<file path="config.mk">
export PLATFORM = sky130hd
export DESIGN_NAME = start_dispatcher_flat
export DESIGN_NICKNAME = d
export VERILOG_FILES = /design/src/rtl/start_dispatcher_if.sv /design/src/rtl/start_dispatcher.sv /design/src/flat_wrapper.sv
export SDC_FILE = /design/constraint.sdc
export NUM_CORES = 1
export LEC_CHECK = 0
export ABC_AREA = 0
export CORE_MARGIN = 4
export CORE_UTILIZATION = 30
export CTS_CLUSTER_SIZE = 8
export DETAILED_ROUTE_END_ITERATION = 8
export SYNTH_ARGS = -nofsm -noshare
export SYNTH_HDL_FRONTEND = slang
export SYNTH_SLANG_ARGS = --single-unit
</file>
<file path="constraint.sdc">
create_clock -name CLK -period 2.55 [get_ports CLK]
set_input_delay 0.255 -clock CLK [delete_from_list [all_inputs] [get_ports CLK]]
set_output_delay 0.255 -clock CLK [all_outputs]
set_load 0.01 [all_outputs]
</file>
<file path="src/rtl/start_dispatcher_if.sv">
// Handshake bundle between the job producer, the start_dispatcher, the downstream
// Counter and the completion consumer. The master modport is the dispatcher's view.
interface start_dispatcher_if #(
    parameter int DEPTH     = 4,
    parameter int TAG_WIDTH = 8
);
    logic                         request__ENA;
    logic [TAG_WIDTH-1:0]         request_tag;
    logic                         request__RDY;
    logic                         startSignal__ENA;
    logic                         startSignal__RDY;
    logic                         done__ENA;
    logic [TAG_WIDTH-1:0]         done_tag;
    logic                         done__RDY;
    logic [$clog2(DEPTH+1)-1:0]   pending;

    modport master (
        input  request__ENA, request_tag, startSignal__RDY, done__RDY,
        output request__RDY, startSignal__ENA, done__ENA, done_tag, pending
    );

    modport slave (
        output request__ENA, request_tag, startSignal__RDY, done__RDY,
        input  request__RDY, startSignal__ENA, done__ENA, done_tag, pending
    );
endinterface

</file>
<file path="src/rtl/start_dispatcher.sv">
// Job front-end for Counter: buffers tagged start requests in a FIFO, issues them one at
// a time to Counter.startSignal and reports each completion with its tag via done.
module start_dispatcher #(
    parameter int DEPTH     = 4,
    parameter int TAG_WIDTH = 8
) (
    input  logic             CLK,
    input  logic             nRST,
    start_dispatcher_if.master bus
);
    localparam int PTR_W = $clog2(DEPTH);
    localparam int CNT_W = $clog2(DEPTH + 1);
    localparam logic [CNT_W-1:0] FULL_CNT = CNT_W'(DEPTH);

    typedef enum logic [1:0] {
        IDLE   = 2'd0,
        RUN    = 2'd1,
        REPORT = 2'd2
    } state_t;

    state_t               state_r;
    logic [TAG_WIDTH-1:0] mem_r [DEPTH];
    logic [PTR_W-1:0]     head_r;
    logic [PTR_W-1:0]     tail_r;
    logic [CNT_W-1:0]     count_r;
    logic [TAG_WIDTH-1:0] inflight_tag_r;

    logic                 not_full_s;
    logic                 not_empty_s;
    logic                 push_s;
    logic                 issue_s;

    // Readiness comes from the registered count only, so a full FIFO refuses a push
    // even in a cycle that also pops.
    assign not_full_s  = (count_r < FULL_CNT);
    assign not_empty_s = (count_r != {CNT_W{1'b0}});
    assign push_s      = bus.request__ENA && not_full_s;

    // Issue a queued job when Counter is idle and no completion is still waiting to be taken.
    always_comb begin
        issue_s = 1'b0;
        case (state_r)
            IDLE:    issue_s = not_empty_s && bus.startSignal__RDY;
            REPORT:  issue_s = not_empty_s && bus.startSignal__RDY && bus.done__RDY;
            default: issue_s = 1'b0;
        endcase
    end

    // Tag storage, written at the tail on every accepted push.
    always_ff @(posedge CLK or negedge nRST) begin
        if (!nRST) begin
            for (int i = 0; i < DEPTH; i++) begin
                mem_r[i] <= {TAG_WIDTH{1'b0}};
            end
        end else if (push_s) begin
            mem_r[tail_r] <= bus.request_tag;
        end else begin
            mem_r[tail_r] <= mem_r[tail_r];
        end
    end

    // Head/tail pointers wrap naturally because DEPTH is a power of two.
    always_ff @(posedge CLK or negedge nRST) begin
        if (!nRST) begin
            head_r  <= {PTR_W{1'b0}};
            tail_r  <= {PTR_W{1'b0}};
            count_r <= {CNT_W{1'b0}};
        end else begin
            if (push_s) begin
                tail_r <= tail_r + PTR_W'(1'b1);
            end
            if (issue_s) begin
                head_r <= head_r + PTR_W'(1'b1);
            end
            case ({push_s, issue_s})
                2'b10:   count_r <= count_r + CNT_W'(1'b1);
                2'b01:   count_r <= count_r - CNT_W'(1'b1);
                default: count_r <= count_r;
            endcase
        end
    end

    // Job sequencer: exactly one job in flight; the tag is latched as the job leaves the FIFO.
    always_ff @(posedge CLK or negedge nRST) begin
        if (!nRST) begin
            state_r        <= IDLE;
            inflight_tag_r <= {TAG_WIDTH{1'b0}};
        end else begin
            if (issue_s) begin
                inflight_tag_r <= mem_r[head_r];
            end
            case (state_r)
                IDLE: begin
                    if (issue_s) begin
                        state_r <= RUN;
                    end
                end
                RUN: begin
                    if (bus.startSignal__RDY) begin
                        state_r <= REPORT;
                    end
                end
                REPORT: begin
                    if (bus.done__RDY) begin
                        state_r <= issue_s ? RUN : IDLE;
                    end
                end
                default: state_r <= IDLE;
            endcase
        end
    end

    assign bus.request__RDY     = not_full_s;
    assign bus.startSignal__ENA = issue_s;
    assign bus.done__ENA        = (state_r == REPORT) && bus.done__RDY;
    assign bus.done_tag         = inflight_tag_r;
    assign bus.pending          = count_r;
endmodule

</file>
<file path="src/flat_wrapper.sv">
// flat-port wrapper written by rule: the top's interface ports become plain ports
module start_dispatcher_flat 
#(
    parameter int DEPTH     = 4,
    parameter int TAG_WIDTH = 8
)
  (CLK, nRST, bus_request__ENA, bus_request_tag, bus_startSignal__RDY, bus_done__RDY, bus_request__RDY, bus_startSignal__ENA, bus_done__ENA, bus_done_tag, bus_pending);
  start_dispatcher_if #(.DEPTH(DEPTH), .TAG_WIDTH(TAG_WIDTH)) bus_i ();
  input  logic CLK;
  input  logic nRST;
  input wire logic [$bits(bus_i.request__ENA)-1:0] bus_request__ENA;
  input wire logic [$bits(bus_i.request_tag)-1:0] bus_request_tag;
  input wire logic [$bits(bus_i.startSignal__RDY)-1:0] bus_startSignal__RDY;
  input wire logic [$bits(bus_i.done__RDY)-1:0] bus_done__RDY;
  output wire logic [$bits(bus_i.request__RDY)-1:0] bus_request__RDY;
  output wire logic [$bits(bus_i.startSignal__ENA)-1:0] bus_startSignal__ENA;
  output wire logic [$bits(bus_i.done__ENA)-1:0] bus_done__ENA;
  output wire logic [$bits(bus_i.done_tag)-1:0] bus_done_tag;
  output wire logic [$bits(bus_i.pending)-1:0] bus_pending;
  assign bus_i.request__ENA = bus_request__ENA;
  assign bus_i.request_tag = bus_request_tag;
  assign bus_i.startSignal__RDY = bus_startSignal__RDY;
  assign bus_i.done__RDY = bus_done__RDY;
  assign bus_request__RDY = bus_i.request__RDY;
  assign bus_startSignal__ENA = bus_i.startSignal__ENA;
  assign bus_done__ENA = bus_i.done__ENA;
  assign bus_done_tag = bus_i.done_tag;
  assign bus_pending = bus_i.pending;
  start_dispatcher #(.DEPTH(DEPTH), .TAG_WIDTH(TAG_WIDTH)) u_core (.CLK(CLK), .nRST(nRST), .bus(bus_i));
endmodule
</file>
==> results of run 1 <==
[sequential cells by signal, indices dropped and copies added, names as in the netlist]
signal and cells:
u_core.mem_r 32, u_core.tail_r 2, u_core.bus.done_tag 8, u_core.state_r 2, u_core.head_r 2, u_core.bus.pending 3
[power by group through the flow]
stage / sequential [mW] / combinational, mW / clock, mW
after floorplan: 1.43 / 2.00 / 0
after global placement: 1.58 / 2.53 / 0
after detailed placement: 1.59 / 2.58 / 0
after CTS: 1.58 / 2.59 / 0.484
after global routing: 1.64 / 2.81 / 0.520
final: 1.57 / 2.57 / 0.464
[cell families (layout without fill, tap and decap cells)]
family / Yosys count / after routing / synth area share
AND/OR/NAND/NOR: 34 / 34 / 0.0679
XOR/XNOR: 6 / 6 / 0.0189
flip-flops: 49 / 49 / 0.441
multiplexers: 33 / 33 / 0.163
adder cells (fa/ha/maj): 6 / 6 / 0.0297
buffers and inverters: 50 / 79 / 0.0809
AO/OA/AOI/OAI: 63 / 63 / 0.199
[layer usage]
metal  up-vias  share of wire
li1        927              -
met1       987           0.48
met2        33           0.47
met3        11          0.032
met4         0          0.022
met5         -              0
[how the worst max path moves through the flow]
stage	startpoint	to	slack, ps	cells after the start
6_report	u_core.state_r[0]	bus_startSignal__ENA	510	4
2_1_floorplan	u_core.bus.pending[2]	u_core.bus.pending[2]	500	10
3_5_place_dp	bus_startSignal__RDY	u_core.bus.pending[2]	330	9
4_1_cts	u_core.state_r[0]	bus_startSignal__ENA	460	4
3_3_place_gp	bus_startSignal__RDY	u_core.bus.pending[2]	380	9
5_1_grt	u_core.bus.pending[2]	bus_startSignal__ENA	400	4
[final cells by class]
cell class | count | area (um2)
clock buffer | 6 | 72.6
clock inverter | 2 | 15.0
fill | 890 | 5620
inverter | 30 | 113
multi-input combinational | 142 | 1340
sequential | 49 | 1230
tap | 108 | 135
timing repair buffer | 41 | 370
[cell usage in the layout, fill, tap and decap left out, types with 2 or more instances in the layout]
master / netlist / final
mux2i_1: 6 / 6
a31oi_1: 14 / 14
ha_1: 5 / 5
nand3_1: 3 / 3
clkbuf_8: 0 / 5
clkdlybuf4s50_1: 0 / 25
clkinvlp_4: 0 / 2
nand2b_1: 3 / 3
and3b_1: 3 / 3
o31ai_1: 20 / 20
inv_1: 28 / 28
xor2_1: 2 / 2
mux2_2: 19 / 19
o22ai_1: 11 / 11
nor2_1: 14 / 14
buf_4: 3 / 14
dfrtp_1: 49 / 49
inv_2: 2 / 2
nor3_2: 1 / 2
mux4_2: 8 / 8
a31o_4: 5 / 5
xnor2_1: 4 / 4
o22ai_2: 10 / 10
nor3b_1: 5 / 5
[what timing repair did]
action,4_1_cts,5_1_grt
hold buffers,1,0
hold endpoints to repair,18,0
resized for setup,0,0
==> results_dict.tcl, run 1 <==
set metrics [dict create \
    ys_ff_latch 49 \
    yosys_warnings 0 \
    cap_viol_max_count 0 \
    fin_area_mm2 0.00327 \
    viasPerCell 5.18 \
    grt-busiest-layer "met2" \
    cts-buffers-inserted 5 \
    cts_tree "built" \
    rows 34 \
    die_area_mm2 0.0109 \
    peakVddDrop_mv 0.307 \
    clock_latency_ps 300 \
    initial_core_util 0.313 \
    grt_util_met3 0.0261 \
    hold_viol_final 0 \
    clock_sinks 49 \
    wl_um 6390 \
    whs_ps 431 \
    status "complete, no violations" \
    reg2reg_depth 4 \
    synthCells 241 \
    post-route-period-util 0.801 \
    first_pass_iters 4 \
    drt_drc_violations_left 0 \
    dpl_worst_slack_ps 329 \
    grt_antenna_before_repair 0 \
    ios 27 \
    vias 1958 \
    sequentialPowerShare 0.341 \
    yosysTopAreaCellShare 0.441 \
    drt.antenna.violating_nets 0 \
    skew_ps 6.03 \
    worst_pin_slew_ps 685 \
    cts_max_level 2 \
    total_power_mw 4.60 \
    syn_area_mm2 0.00278 \
    cp_max_fo 3 \
    grt_overflow 0 \
    coreArea_mm2 0.00889 \
    postCtsSetupBuffers 0 \
    synth.largest_area_cell "dfrtp_1" \
    grt_start_max_net_pins 24 \
    synth.top_cells.by_count "dfrtp_1 (49), inv_1 (28), o31ai_1 (20), mux2_2 (19)" \
    rr_startpoint "u_core.tail_r[0]" \
    yosys-top-cells-area "dfrtp_1 (44%), mux2_2 (7.7%), mux4_2 (6.5%), o31ai_1 (5.4%), o22ai_2 (4.5%)" \
    swShare 0.408 \
    rsz0062_at_grt "false" \
    internal_power_mw 2.73 \
    worst_slack_ps 508 \
    ys_seq_area_frac 0.441 \
    timing.slew.headroom 0.543 \
    nNetsFinal 288 \
    powerDensity_mw_per_mm2 1410 \
    clockBufferDepth 2 \
    worstSetupEndpointType "output port" \
    final_cells 378 \
    routedWlPerCell_um 16.9 \
    fp.dieH_um 104 \
    grt_pass1_vias 2013 \
    power.leakage_nw 1.36 \
    root_buffer "clkbuf_8" \
    required_ps 2300 \
    r2r_slack_ps 630 \
    syn-num-nets 260 \
    crit_type "flip-flop to output port" \
    yosysUniqueCellTypes 34 \
    gp_congestion 0.793 \
    clk_pin_slew_ps 90 \
    dp_cells 369 \
    path_buf_inv 2 \
    drtIter0Drc 109 \
    synth-edff-count 0 \
    synth_flop_cell "dfrtp_1" \
    async_reset_ff_frac 1.00 \
    setup_viol 0 \
    pwr-share-comb 0.558 \
    clock_power_share 0.101 \
    die_w_um 104 \
    diodes 0 \
    start_kind "flip-flop" \
    final.setup.tns_ps 0 \
    r2r-end "u_core.mem_r[4]" \
    gr-usage-met1 0.166 \
    max_freq_mhz 490 \
    crit_path_top_delay_cell "clkdlybuf4s50_1" \
    grt_pass1_wl_um 10600 \
    grtUsageTotal 0.122 \
    hold_class "input pin to async pin" \
    arrival_ps 1790 \
    synth_area_per_cell_um2 11.5 \
    hpwl_um 4420 \
    dpl_cell_area_mm2 0.00317 \
    crit_chain "nand2b_1 -> nor3_2 -> buf_4 -> clkdlybuf4s50_1" \
    layout-area-overhead-vs-synth_pct 17.4 \
    power.switching_mw 1.88 \
    drive_gt1_frac 0.256 \
    fin_crit_ps 2040 \
    critical_path.top_delay_family "buffers and inverters" \
    crit_path_max_incr_delay_ps 540 \
    port_buffers 26 \
    yosysMostFrequentCell "dfrtp_1" \
    drv_slew 0 \
    post-route-util 0.368 \
    grt.met2_usage 0.190 \
]
No activity file was read; power rests on OpenSTA's default activity.
==> run 2: changes to the inputs <==
==> constraint.sdc (replaced) <==
create_clock -name CLK -period 1.7 [get_ports CLK]
set_input_delay 0.17 -clock CLK [delete_from_list [all_inputs] [get_ports CLK]]
set_output_delay 0.17 -clock CLK [all_outputs]
set_load 0.01 [all_outputs]
==> run 2 against run 1 <==
  * Die area unchanged
  * Worst setup slack worse by 560 ps
  * Clock skew about the same
  * Largest power group unchanged
  * Non-clock buffer count up 21
  * Critical path depth up 4
  * Sequential power up 45%
  * Final area up 10%
  * The run now ends with setup timing left
  * Wire length up 0.92%
  * Final cell count up 5.6%
==> results_dict.tcl, run 2 (same netlist as run 1, synthesis figures left out) <==
set metrics [dict create \
    grt_start_max_net_pins 24 \
    fin_crit_ps 1750 \
    arrival_ps 1990 \
    cts_tree "built" \
    rsz0062_at_grt "true" \
    drt_drc_violations_left 0 \
    layout-area-overhead-vs-synth_pct 29.4 \
    powerDensity_mw_per_mm2 2140 \
    rows 34 \
    viasPerCell 5.04 \
    grt_pass1_vias 2027 \
    nNetsFinal 309 \
    max_freq_mhz 570 \
    start_kind "flip-flop" \
    violations "setup timing" \
    layout_common_cells "dfrtp_1 (48), buf_4 (29), inv_1 (27), clkdlybuf4s50_1 (23), mux2_2 (19)" \
    wl_um 6440 \
    power.leakage_nw 1.54 \
    dpl_worst_slack_ps -399 \
    clk_pin_slew_ps 100 \
    post-route-period-util 1.03 \
    crit_type "flip-flop to flip-flop" \
    ios 27 \
    routed.top_layer "met4" \
    hold_class "input pin to async pin" \
    die_w_um 104 \
    diodes 0 \
    die_area_mm2 0.0109 \
    worst_pin_slew_ps 508 \
    status "complete, but fails checks" \
    critPathCapture "u_core.bus.pending[2]" \
    cap_viol_max_count 0 \
    routed-wl-met2_um 3260 \
    setup_viol 1 \
    grt_antenna_before_repair 0 \
    total_power_mw 7.72 \
    grtUsageTotal 0.125 \
    drtIter0Drc 79 \
    grt_pass1_wl_um 10700 \
    drt.antenna.violating_nets 0 \
    cts_max_level 2 \
    worstSetupEndpointType "flip-flop" \
    largest_reg_flops 32 \
    drive_gt1_frac 0.347 \
    gp_congestion 0.772 \
    r2r-end "u_core.bus.pending[2]" \
    clock_latency_ps 310 \
    final_common_cell "dfrtp_1" \
    root_buffer "clkbuf_8" \
    initial_core_util 0.313 \
    routed-wl-met3_um 156 \
    hpwl_um 4500 \
    clockBufferDepth 2 \
    drv_slew 0 \
    routedWlPerCell_um 16.2 \
    clock_sinks 49 \
    fp.dieH_um 104 \
    cp_max_fo 2 \
    top_register "u_core.mem_r" \
    peakVddDrop_mv 0.505 \
    drt-met1-wl_um 2920 \
    cts-buffers-inserted 5 \
    rr_startpoint "u_core.state_r[1]" \
    crit_start "u_core.state_r[1]" \
    n_fill_cell 834 \
    grt_overflow 0 \
    port_buffers 26 \
    worst_slack_ps -54.1 \
    reg2reg_depth 8 \
    r2r_slack_ps -50 \
    hold_viol_final 0 \
    skew_ps 6.28 \
    required_ps 1940 \
    coreArea_mm2 0.00889 \
    vias 2011 \
    timing.slew.headroom 0.661 \
    first_pass_iters 4 \
]
==> run 2: routing by layer <==
metal	vias up	GRT usage
met3	7	0.0205
li1	974	-
met4	0	0.0456
met1	1004	0.162
met2	26	0.208
met5	-	0
==> run 2: stage by stage <==
stage | TNS [ps] | cells | util | hold slack (ps) | cell area (um2)
after floorplan | -399 | 241 | - | -126 | 2830
after CTS | -120 | 398 | 0.398 | 340 | 3540
after global routing | -288 | 399 | 0.405 | 388 | 3600
after detailed placement | -3260 | 387 | 0.380 | 148 | 3380
final | -54.1 | 399 | 0.405 | 331 | 3600
after global placement | -2800 | 387 | 0.380 | 147 | 3380
==> run 2: worst min-delay path by stage <==
stage	startpoint	end	depth (start not counted)
3_3_place_gp	nRST	u_core.bus.done_tag[1]	1
2_1_floorplan	nRST	u_core.bus.done_tag[0]	0
3_5_place_dp	nRST	u_core.bus.done_tag[1]	1
5_1_grt	nRST	u_core.mem_r[3]	2
6_report	nRST	u_core.mem_r[3]	2
4_1_cts	nRST	u_core.mem_r[3]	2
==> run 2: cell type report <==
| class | count | area [um2] | share of cell area |
|---|---|---|---|
| Inverter | 30 | 113 | 0.0313 |
| Clock buffer | 6 | 82.6 | 0.0229 |
| Sequential cell | 49 | 1230 | 0.341 |
| Timing Repair Buffer | 62 | 592 | 0.164 |
| Tap cell | 108 | 135 | 0.0375 |
| Multi-Input combinational cell | 142 | 1410 | 0.392 |
| Clock inverter | 2 | 37.5 | 0.0104 |
==> run 2: power by group <==
part	switching (mW)	internal, mW	total (mW)
sequential	0.499	1.77	2.27
clock	0.416	0.479	0.895
combinational	2.08	2.47	4.56
total	3.00	4.72	7.72
==> run 2: critical path: stages, from the launching register on <==
cell,delay (ps)
dfrtp_1,390
nor2b_4,140
nor3_4,230
ha_4,170
inv_2,30
fa_2,330
xor2_1,150
nor2_1,120
xnor2_1,120
==> run 2: what timing repair did <==
item | in CTS | in global routing
hold endpoints to repair | 16 | 0
pin swaps | 3 | 4
hold buffers | 1 | 0
gates cloned | 0 | 0
setup endpoints to repair | 12 | 43
gates resized for setup | 5 | 13
setup buffers | 2 | 3
==> run 3: changes to the inputs <==
--- a/config.mk
+++ b/config.mk
@@ -5,7 +5,6 @@
 export SDC_FILE = /design/constraint.sdc
 export NUM_CORES = 1
 export LEC_CHECK = 0
-export ABC_AREA = 0
 export CORE_MARGIN = 4
 export CORE_UTILIZATION = 30
 export CTS_CLUSTER_SIZE = 8
==> results of run 3 <==
No change in the layout: final DEF, timing and power equal those of run 2.
